--- src/rtl/fifo_rd_tx_feeder_pkg.sv ---
// Shared definitions for the FIFO read-side transmit feeder: FSM encoding and
// helpers that size the ack timer and retry counter from their parameters.
package fifo_rd_tx_feeder_pkg;

  typedef enum logic [2:0] {
    ST_IDLE      = 3'd0,
    ST_POP       = 3'd1,
    ST_SEND      = 3'd2,
    ST_WAIT_ACK  = 3'd3,
    ST_WAIT_DONE = 3'd4
  } feeder_state_t;

  localparam int DEF_DATA_WIDTH  = 8;
  localparam int DEF_ACK_TIMEOUT = 16;
  localparam int DEF_MAX_RETRY   = 3;
  localparam int DEF_CNT_WIDTH   = 8;

  // Bits needed to hold the value max_count itself, never less than one.
  function automatic int timer_width(input int max_count);
    if (max_count < 1) begin
      return 1;
    end
    return $clog2(max_count + 1);
  endfunction

  function automatic int retry_width(input int max_retry);
    if (max_retry < 1) begin
      return 1;
    end
    return $clog2(max_retry + 1);
  endfunction

endpackage

--- src/rtl/fifo_rd_tx_feeder_ack_timer.sv ---
// Loadable down-counter for handshake timeouts. o_expire marks the last counted
// cycle, so a load of N gives exactly N cycles before the owner acts on expiry.
module fifo_rd_tx_feeder_ack_timer #(
  parameter int WIDTH = 5
) (
  input  logic             i_clk,
  input  logic             i_rst,
  input  logic             i_load,
  input  logic [WIDTH-1:0] i_load_val,
  input  logic             i_clear,
  output logic             o_expire
);

  logic [WIDTH-1:0] r_count;

  always_ff @(posedge i_clk) begin
    if (i_rst) begin
      r_count <= '0;
    end else if (i_load) begin
      r_count <= i_load_val;
    end else if (i_clear) begin
      r_count <= '0;
    end else if (r_count != '0) begin
      r_count <= r_count - WIDTH'(1);
    end
  end

  assign o_expire = (r_count == WIDTH'(1));

endmodule

--- src/rtl/fifo_rd_tx_feeder.sv ---
// Read-domain consumer of the async FIFO: pops one byte, hands it to the UART
// transmitter over a valid/busy handshake with ack timeout and bounded retry.
//
// state        | meaning
// ST_IDLE      | waiting for enable, FIFO data and an idle transmitter
// ST_POP       | rinc high for one cycle, byte already captured in tx_data
// ST_SEND      | tx_valid high for one cycle, ack timer loaded
// ST_WAIT_ACK  | waiting for tx_busy to rise, retry or drop on timer expiry
// ST_WAIT_DONE | transmitter busy with the frame, count it when busy falls
module fifo_rd_tx_feeder
  import fifo_rd_tx_feeder_pkg::*;
#(
  parameter int DATA_WIDTH  = DEF_DATA_WIDTH,
  parameter int ACK_TIMEOUT = DEF_ACK_TIMEOUT,
  parameter int MAX_RETRY   = DEF_MAX_RETRY,
  parameter int CNT_WIDTH   = DEF_CNT_WIDTH
) (
  input  logic                  i_clk,
  input  logic                  i_rst,
  input  logic                  i_enable,
  input  logic                  i_rempty,
  input  logic [DATA_WIDTH-1:0] i_rdata,
  output logic                  o_rinc,
  input  logic                  i_tx_busy,
  output logic [DATA_WIDTH-1:0] o_tx_data,
  output logic                  o_tx_valid,
  output logic [CNT_WIDTH-1:0]  o_sent_cnt,
  output logic                  o_timeout_err
);

  localparam int TW = timer_width(ACK_TIMEOUT);
  localparam int RW = retry_width(MAX_RETRY);
  localparam logic [TW-1:0] TIMER_LOAD  = TW'(ACK_TIMEOUT);
  localparam logic [RW-1:0] RETRY_LIMIT = RW'(MAX_RETRY);

  feeder_state_t         r_state;
  logic [RW-1:0]         r_retry;
  logic                  r_rinc;
  logic                  r_tx_valid;
  logic [DATA_WIDTH-1:0] r_tx_data;
  logic [CNT_WIDTH-1:0]  r_sent_cnt;
  logic                  r_timeout_err;

  logic w_timer_load;
  logic w_timer_clear;
  logic w_timer_expire;

  assign w_timer_load  = (r_state == ST_SEND);
  assign w_timer_clear = (r_state == ST_WAIT_ACK) && i_tx_busy;

  fifo_rd_tx_feeder_ack_timer #(
    .WIDTH (TW)
  ) u_ack_timer (
    .i_clk      (i_clk),
    .i_rst      (i_rst),
    .i_load     (w_timer_load),
    .i_load_val (TIMER_LOAD),
    .i_clear    (w_timer_clear),
    .o_expire   (w_timer_expire)
  );

  always_ff @(posedge i_clk) begin
    if (i_rst) begin
      r_state       <= ST_IDLE;
      r_retry       <= '0;
      r_rinc        <= 1'b0;
      r_tx_valid    <= 1'b0;
      r_tx_data     <= '0;
      r_sent_cnt    <= '0;
      r_timeout_err <= 1'b0;
    end else begin
      r_rinc     <= 1'b0;
      r_tx_valid <= 1'b0;
      case (r_state)
        ST_IDLE: begin
          // A busy transmitter here is a stale frame; wait it out before popping.
          if (i_enable && !i_rempty && !i_tx_busy) begin
            r_tx_data <= i_rdata;
            r_rinc    <= 1'b1;
            r_state   <= ST_POP;
          end
        end
        ST_POP: begin
          r_retry    <= '0;
          r_tx_valid <= 1'b1;
          r_state    <= ST_SEND;
        end
        ST_SEND: begin
          r_state <= ST_WAIT_ACK;
        end
        ST_WAIT_ACK: begin
          // Ack is checked first so a busy rise on the expiry cycle is not retried.
          if (i_tx_busy) begin
            r_state <= ST_WAIT_DONE;
          end else if (w_timer_expire) begin
            if (r_retry < RETRY_LIMIT) begin
              r_retry    <= r_retry + RW'(1);
              r_tx_valid <= 1'b1;
              r_state    <= ST_SEND;
            end else begin
              r_timeout_err <= 1'b1;
              r_state       <= ST_IDLE;
            end
          end
        end
        ST_WAIT_DONE: begin
          if (!i_tx_busy) begin
            r_sent_cnt <= r_sent_cnt + CNT_WIDTH'(1);
            r_state    <= ST_IDLE;
          end
        end
        default: begin
          r_state <= ST_IDLE;
        end
      endcase
    end
  end

  assign o_rinc        = r_rinc;
  assign o_tx_valid    = r_tx_valid;
  assign o_tx_data     = r_tx_data;
  assign o_sent_cnt    = r_sent_cnt;
  assign o_timeout_err = r_timeout_err;

endmodule
--- config.mk ---
export PLATFORM = sky130hd
export DESIGN_NAME = fifo_rd_tx_feeder
export DESIGN_NICKNAME = d
export VERILOG_FILES = /design/src/rtl/fifo_rd_tx_feeder_pkg.sv /design/src/rtl/fifo_rd_tx_feeder_ack_timer.sv /design/src/rtl/fifo_rd_tx_feeder.sv
export SDC_FILE = /design/constraint.sdc
export NUM_CORES = 1
export LEC_CHECK = 0
export BUFFER_PORTS_ARGS = -buffer_cell sky130_fd_sc_hd__buf_2
export CAP_MARGIN = 20
export CELL_PAD_IN_SITES_DETAIL_PLACEMENT = 0
export CELL_PAD_IN_SITES_GLOBAL_PLACEMENT = 1
export CORE_MARGIN = 2
export CORE_UTILIZATION = 25
export DETAILED_ROUTE_END_ITERATION = 10
export HOLD_SLACK_MARGIN = 0.1
export MAX_ROUTING_LAYER = met4
export PLACE_DENSITY = 0.53
export SETUP_SLACK_MARGIN = 0.1
export SYNTH_ARGS = -nofsm -noshare
export SYNTH_HDL_FRONTEND = slang
export SYNTH_SLANG_ARGS = --single-unit
--- constraint.sdc ---
create_clock -name i_clk -period 3 [get_ports i_clk]
set_input_delay 0.3 -clock i_clk [delete_from_list [all_inputs] [get_ports i_clk]]
set_output_delay 0.3 -clock i_clk [all_outputs]
set_load 0.05 [all_outputs]
* Word-level counts from Yosys, hierarchy flattened *
Cells that the tools add are included.
Widths: inputs -> output; s select.

storage, ports and cells
  word-level logic and storage cells = 61
  output and inout port bits = 19
  register bits = 29

cells by class
  bitwise gates (word level) = 3
  equal/unequal tests = 11
  mux-type cells = 18
  add/sub/neg operators = 3
  $lt $le $gt $ge = 1
  reduce and logical (&&, ||, !) cells = 16

operator list
  cell                 number
  $mux 5               3
  $pmux 3 s5           1
  $mux 3               4
  $add 8x1->8 const B  1
  $mux 2               4
  $reduce_and 4->1     2
  $eq 3x2->1 const B   2
  $ne 2x2->1 const B   3
  $eq 5x1->1 const B   1
  $reduce_bool 5->1    1
  $sub 5x1->5 const B  1
  $mux 1               4
  $ne 2x1->1 const B   2
  $pmux 2 s2           1
  $reduce_and 2->1     2
  $eq 3x1->1 const B   1
  $eq 3x3->1 const B   1
  $logic_and 1x1->1    3
  $logic_not 3->1      1
  $ne 3x2->1 const B   1
  $not 1->1            3
  $reduce_and 3->1     1
  $reduce_bool 3->1    1
  $reduce_or 3->1      1
  6 further kinds      7

* Longest topological paths before layout *
Gate-level depths: netlist of run 1.

  word-level depth = 5
  mapped depth = 5
  mapped depth without buffers = 5

* Cells and area by module *
A second synthesis of run 1 with hierarchy kept.

second synthesis, totals
  cell total of the unflattened synthesis = 160
  area, all modules = 1376.3 µm²

by module, submodules not included
  module                       area an instance (µm²)  times used  cells each
  fifo_rd_tx_feeder            1076.0                  1           126
  fifo_rd_tx_feeder_ack_timer  300.3                   1           34

* Least setup slack after synthesis of run 1 *
OpenSTA, ideal clock, no wires.

  path kind = reg-to-reg
  from = register r_state[1]
  to = register r_sent_cnt[7], in the netlist o_sent_cnt[7]
  clock period less this slack = 1.708 ns
  data required time = 2.879 ns
  cell stages (with the launch flop) = 5
  path buffers = 1
  setup time = 0.121 ns
  arrival = 1.587 ns
  path slack = 1.292 ns
  path through = dfxtp_1 > or4b_4 > buf_6 > nor4_1 > mux2_2

between the ends
  longest elaborated chain between the ends = 2

ends and longest elaborated chain
  element                            RTL line                  text
  start, declared                    fifo_rd_tx_feeder.sv:36   feeder_state_t r_state;
  start signal, assigned             fifo_rd_tx_feeder.sv:64   r_state <= ST_IDLE;
  start signal, assigned             fifo_rd_tx_feeder.sv:80   r_state <= ST_POP;
  start signal, assigned             fifo_rd_tx_feeder.sv:86   r_state <= ST_SEND;
  $eq 3x3->1                         fifo_rd_tx_feeder.sv:74   case (r_state)
  $reduce_and 2->1 (no source line)  n/a
  end signal, assigned               fifo_rd_tx_feeder.sv:108  r_sent_cnt <= r_sent_cnt + CNT_WIDTH'(1);
  end, declared                      fifo_rd_tx_feeder.sv:41   logic [CNT_WIDTH-1:0] r_sent_cnt;

Every way passes these cells.
A chain may end at the register's enable or synchronous reset.

* Worst setup path in the final report of run 1 *
Same ends and word-level chain as after synthesis.

==> results.ini, run 1 <==
[timing]
hold_violations = 0
slew_headroom = 0.3498
setup_viol = 0
fin_crit_ps = 1877
clock.fmax_mhz = 532.9
rsz0062_at_grt = no
tns_ps = 0
slew_viol_final = 0
skew_ps = 2.998
fin_crit_sh = 0.6255
worst_slew_pin_slew_ps = 973.1

[critical_path]
path_cells = or4b_4, nor4_1, mux2_2
end_kind = flop
cp_slowest_cell = or4b_4
required_ps = 3170
worstSetupPathType = flop to flop
arrival_ps = 2040
slowest_delay_ps = 670
startpoint_type = flop
path_max_fanout = 14

[die]
fp.dieW_um = 78.94
dieArea_mm2 = 0.006231
io_pins = 32
die_y_um = 78.94
num_rows = 27
core_mm2 = 0.005473
start_util = 0.2565

[clock_network]
cts_tree = done
cts_num_sinks = 29
cts_buffers = 5
post_cts_buffers = 0
post_cts_resized = 0
clock_path_buffers = 2
h-tree-depth = 2
clk_pin_slew_ps = 60
insertion_delay_ps = 280
cts_root_buffer = clkbuf_8
hold_buffers = 0

[detailed_routing]
vias = 1306
dr.first_iter.drc_count = 82
ant_nets = 0
vias_per_cell = 4.985
wire_per_inst_um = 12.72
drc = 0
first_pass_iters = 4
drt-total-wl_mm = 3.333

[logic_synthesis]
postSynthCellCount = 162
syn-num-nets = 180
yosysSeqAreaShare = 0.4135
syn_avg_cell_area_um2 = 8.666
netlist_top_cells_area = dfxtp_1, a21oi_1, ha_1
yosys.area.top_type = dfxtp_1
synthDistinctLibCells = 40
syn_area_mm2 = 0.001404
ys_ff_latch = 29
synthFlopType = dfxtp_1
synth_top_area_share = 0.4135
ys_warn_count = 0
synthArstFlopShare = 0
synth_edf_count = 0

[power]
power.leakage_uw = 0.0006651
irDropWorstVdd_v = 0.0002944
powerDensity_mw_per_mm2 = 622.9

[cells_and_area]
fin_util = 0.3089
antenna_cells = 0
area_growth_syn_to_layout_pct = 20.41
nets = 208
n_fill_cell = 608
layout-drive-gt1-share = 0.2368

[global_route]
antenna_found_initial = 0
grt_first_pass_wirelength_mm = 5.437
track_usage = 0.1132
grt_overflow = 0
grt_max_degree = 29
grt_pass1_vias = 1191

[placement]
gp_congestion = 0.7398
dp.final_hpwl_mm = 2.341
port_buffers = 31

[status]
status = completed

[flow_run]
max_cap_violations = 0

[min_path]
hold_path.class = input port to flop

## cell families (layout without fill, tap and decap cells)
logic type      count (synthesis)  in the layout  synth area share
simple gates                   66             66            0.2808
compound gates                 43             43            0.1872
flops                          29             29            0.4135
buf+inv                        15             43           0.04546
fa+ha+maj                       5              5           0.04456
xor+xnor                        2              2           0.01248
mux                             2              2           0.01604
## state kept, by name (all words and copies together) (netlist names)
signal and cells:
o_rinc 1, o_sent_cnt 8, r_state 3, u_ack_timer.r_count 5, o_tx_data 8, r_retry 2
o_timeout_err 1, o_tx_valid 1
## critical path, delay by kind of cell (launching register included)
| kind | cells | cell delay, ps |
|---|---|---|
| and+or+nand+nor | 2 | 970 |
| DFF | 1 | 430 |
| muxes | 1 | 370 |
## layer usage
metal / wire length (um) / up-vias / track usage
met4: 53 / 0 / 0.05172
li1: - / 650 / -
met3: 139 / 8 / 0.03636
met1: 1615 / 622 / 0.1354
met5: 0 / - / -
met2: 1526 / 26 / 0.1744
## where the power goes
group / switching (uW) / total, uW / internal, uW
registers: 43.7 / 465 / 422
logic: 139 / 261 / 122
clock network: 145 / 326 / 182
total: 327 / 1050 / 726
## path summary, 6_finish.rpt
check / start / end / slack [ps] / depth (start not counted)
worst max-delay path: r_state[1] / o_sent_cnt[7] / 1120 / 3
worst min-delay path: i_rdata[5] / o_tx_data[5] / 270 / 3
worst max register to register: r_state[1] / o_sent_cnt[7] / 1120 / 3
worst min register to register: o_timeout_err / o_timeout_err / 470 / 2
## layout by cell type, fill, tap and decap left out, types with 2 or more instances in the layout
cell type,instances
ha_1,5
nor3b_1,4
a221oi_1,2
or4b_2,2
nor4b_1,2
nand4_1,3
nor2_1,10
nor3_1,4
o21ai_0,9
nand2b_1,4
o31ai_1,4
or3_1,3
or4_1,4
a21oi_1,17
a211oi_1,2
dfxtp_1,29
o311ai_0,2
inv_1,5
nand2_1,7
nand3_1,10
buf_2,31
mux2_2,2
clkbuf_8,6
nor2b_1,5
a31oi_1,3
## cells in the mapped netlist (3+ instances only)
library cell / instances
o31ai_1: 4
ha_1: 5
nand3_1: 10
nor3b_1: 4
dfxtp_1: 29
inv_1: 5
a31oi_1: 3
nor2b_1: 5
clkbuf_1: 7
or4_1: 4
nand2_1: 7
nor3_1: 4
nor2_1: 10
o21ai_0: 9
nand4_1: 3
nand2b_1: 4
or3_1: 3
a21oi_1: 17
## layout make-up
type | instances | area [um^2] | area share
sequential | 29 | 580.6 | 0.3434
timing repair buffer | 31 | 155.1 | 0.09178
clock buffer | 7 | 86.33 | 0.05107
inverter | 5 | 18.77 | 0.01110
tap | 72 | 90.09 | 0.05329
multi-input combinational | 118 | 759.5 | 0.4493
## per-stage QoR
stage / hold slack [ps] / cell area, um^2 / setup WS [ps] / std cells / power [uW]
after global placement: 459.7 / 1604 / 1181 / 255 / 730.8
after global routing: 265.9 / 1690 / 990.1 / 262 / 1125
after CTS: 264.7 / 1690 / 1102 / 262 / 1069
final: 269.8 / 1690 / 1123 / 262 / 1053
after floorplan: 447.7 / 1404 / 1292 / 162 / 675.1
after detailed placement: 466.3 / 1604 / 1111 / 255 / 732.1
(Power assumes the default switching activity.)
==> inputs of run 2 (changes only) <==
--- a/config.mk
+++ b/config.mk
@@ -5,6 +5,7 @@
 export SDC_FILE = /design/constraint.sdc
 export NUM_CORES = 1
 export LEC_CHECK = 0
+export ABC_AREA = 1
 export BUFFER_PORTS_ARGS = -buffer_cell sky130_fd_sc_hd__buf_2
 export CAP_MARGIN = 20
 export CELL_PAD_IN_SITES_DETAIL_PLACEMENT = 0
@@ -14,7 +15,7 @@
 export DETAILED_ROUTE_END_ITERATION = 10
 export HOLD_SLACK_MARGIN = 0.1
 export MAX_ROUTING_LAYER = met4
-export PLACE_DENSITY = 0.53
+export PLACE_DENSITY = 0.55
 export SETUP_SLACK_MARGIN = 0.1
 export SYNTH_ARGS = -nofsm -noshare
 export SYNTH_HDL_FRONTEND = slang
==> constraint.sdc (replaced) <==
create_clock -name i_clk -period 1.78 [get_ports i_clk]
set_input_delay 0.178 -clock i_clk [delete_from_list [all_inputs] [get_ports i_clk]]
set_output_delay 0.178 -clock i_clk [all_outputs]
set_load 0.05 [all_outputs]
==> results.ini, run 2 <==
[status]
status = completed

[logic_synthesis]
ys_warn_count = 0
synthDistinctLibCells = 28
yosysMostFrequentCell = nand2_1
synth_top_family_by_area = simple AND/OR/NAND/NOR gates
netlist_top_cells_area = dfxtp_1, nand2_1, nor2_1
yosysSeqAreaShare = 0.4059
synth_edf_count = 0
synthArstFlopShare = 0
synthFlopType = dfxtp_1
synth_adder_area_share = 0.04374
syn-num-nets = 213
synth_mux_area_frac = 0
syn_avg_cell_area_um2 = 7.334
synthTopCellsByCount = nand2_1, dfxtp_1, nor2_1
synth_compound_area_frac = 0.07262
yosys.area.top_type = dfxtp_1
ys_ff_latch = 29
synth-simple-area-share = 0.3745
synth_top_area_share = 0.4059
syn_area_mm2 = 0.001430
postSynthCellCount = 195
synth_xor_area_frac = 0.02362

[cells_and_area]
fin_util = 0.3190
multi_input_area_um2 = 735.7
regArea_um2 = 580.6
antenna_cells = 0
layout.cells.most_common = nand2_1
n_fill_cell = 617
nets = 250
area_growth_syn_to_layout_pct = 22.83
final_cell_mix = nand2_1, buf_2, nor2_1, dfxtp_1, inv_1
layout-drive-gt1-share = 0.2198

[detailed_routing]
vias = 1306
first_pass_iters = 4
wire_per_inst_um = 11.19
drt-total-wl_mm = 3.401
vias_per_cell = 4.296
ant_nets = 0
dr.first_iter.drc_count = 53
drc = 0

[critical_path]
cp_slowest_cell = dfxtp_1
path_max_fanout = 11
path_cells = inv_2, nand2_4, nor2_4, inv_1, nor2_1, nand2_1, nand2_1, nor2_1
worstSetupPathType = flop to flop
end_kind = flop
startpoint_type = flop
arrival_ps = 1570
slowest_delay_ps = 360
path_delay_family = simple AND/OR/NAND/NOR gates
required_ps = 1950
path_buf_inv = 2

[timing]
slew_viol_final = 0
fin_crit_sh = 0.7869
fin_crit_ps = 1401
clock.fmax_mhz = 713.9
rsz0062_at_grt = no
tns_ps = 0
skew_ps = 4.570
hold_violations = 0
slew_headroom = 0.7339
setup_viol = 0
worst_slew_pin_slew_ps = 397.9

[clock_network]
hold_buffers = 0
cts_tree = done
post_cts_resized = 0
insertion_delay_ps = 280
clk_pin_slew_ps = 60
clock_path_buffers = 2
h-tree-depth = 2
post_cts_buffers = 0
cts_buffers = 5
cts_num_sinks = 29
cts_root_buffer = clkbuf_8

[placement]
dp.final_hpwl_mm = 2.560
port_buffers = 31
gp_congestion = 0.7786

[die]
dieArea_mm2 = 0.006342
core_mm2 = 0.005507
die_y_um = 79.64
num_rows = 27
start_util = 0.2597
fp.dieW_um = 79.64
io_pins = 32

[power]
power.leakage_uw = 0.0008049
powerDensity_mw_per_mm2 = 1068
irDropWorstVdd_v = 0.0004123

[global_route]
grt_max_degree = 18
grt_first_pass_wirelength_mm = 5.506
antenna_found_initial = 0
grt_pass1_vias = 1154
track_usage = 0.1159
grt_overflow = 0

[min_path]
hold_path.class = input port to flop

[flow_run]
max_cap_violations = 0

==> run 2: worst register-to-register path: cells and delay by family, from the launching register on <==
| kind | cells | cell delay (ps) |
|---|---|---|
| buffers and inverters | 2 | 320 |
| flip-flops | 1 | 360 |
| AND/OR/NAND/NOR | 6 | 620 |
==> run 2: logic make-up after synthesis <==
| kind of cell | Yosys count |
|---|---|
| AOI/OAI and AO/OA | 20 |
| xor gates and xnor gates | 3 |
| adders and majority gates | 5 |
| buffers and inverters | 28 |
| DFF | 29 |
| and+or+nand+nor | 110 |
==> run 2: final cells by class <==
type / count / area share
sequential: 29 / 0.3305
multi-input combinational: 138 / 0.4188
tap: 72 / 0.05128
clock buffer: 7 / 0.04915
timing repair buffer: 33 / 0.09687
inverter: 25 / 0.05342
==> run 2: report_power, final <==
group / internal [uW] / total [uW] / switching (uW) / leakage, uW
clock: 306 / 555 / 249 / 0.0000443
sequential: 721 / 772 / 50.9 / 0.000236
combinational: 195 / 549 / 354 / 0.000525
total: 1220 / 1880 / 654 / 0.000805
==> run 2: path summary, 6_finish.rpt <==
kind,slack (ps),end,cells past startpoint,from
hold reg to reg,460,o_tx_data[1],2,o_tx_data[1]
setup / recovery,380,o_sent_cnt[3],8,r_state[1]
hold / removal,170,o_tx_data[3],3,i_rdata[3]
setup reg to reg,380,o_sent_cnt[3],8,r_state[1]
==> run 2: routing by layer <==
layer,up-vias,track usage,share of wire
met2,32,0.1731,0.44
met1,567,0.1459,0.49
met5,-,-,0
met4,0,0.04655,0.012
met3,5,0.03507,0.058
li1,702,-,-
==> run 2: metrics by stage <==
stage	instance area (um^2)	std cells	hold WS, ps	total power [uW]	setup slack, ps
final	1757	304	169.2	1876	379.3
after global routing	1757	304	165.6	2000	259.5
after CTS	1757	304	166.3	1902	359.9
after detailed placement	1670	297	453.5	1341	374.0
after global placement	1670	297	451.0	1347	401.4
after floorplan	1430	195	344.4	1212	238.5
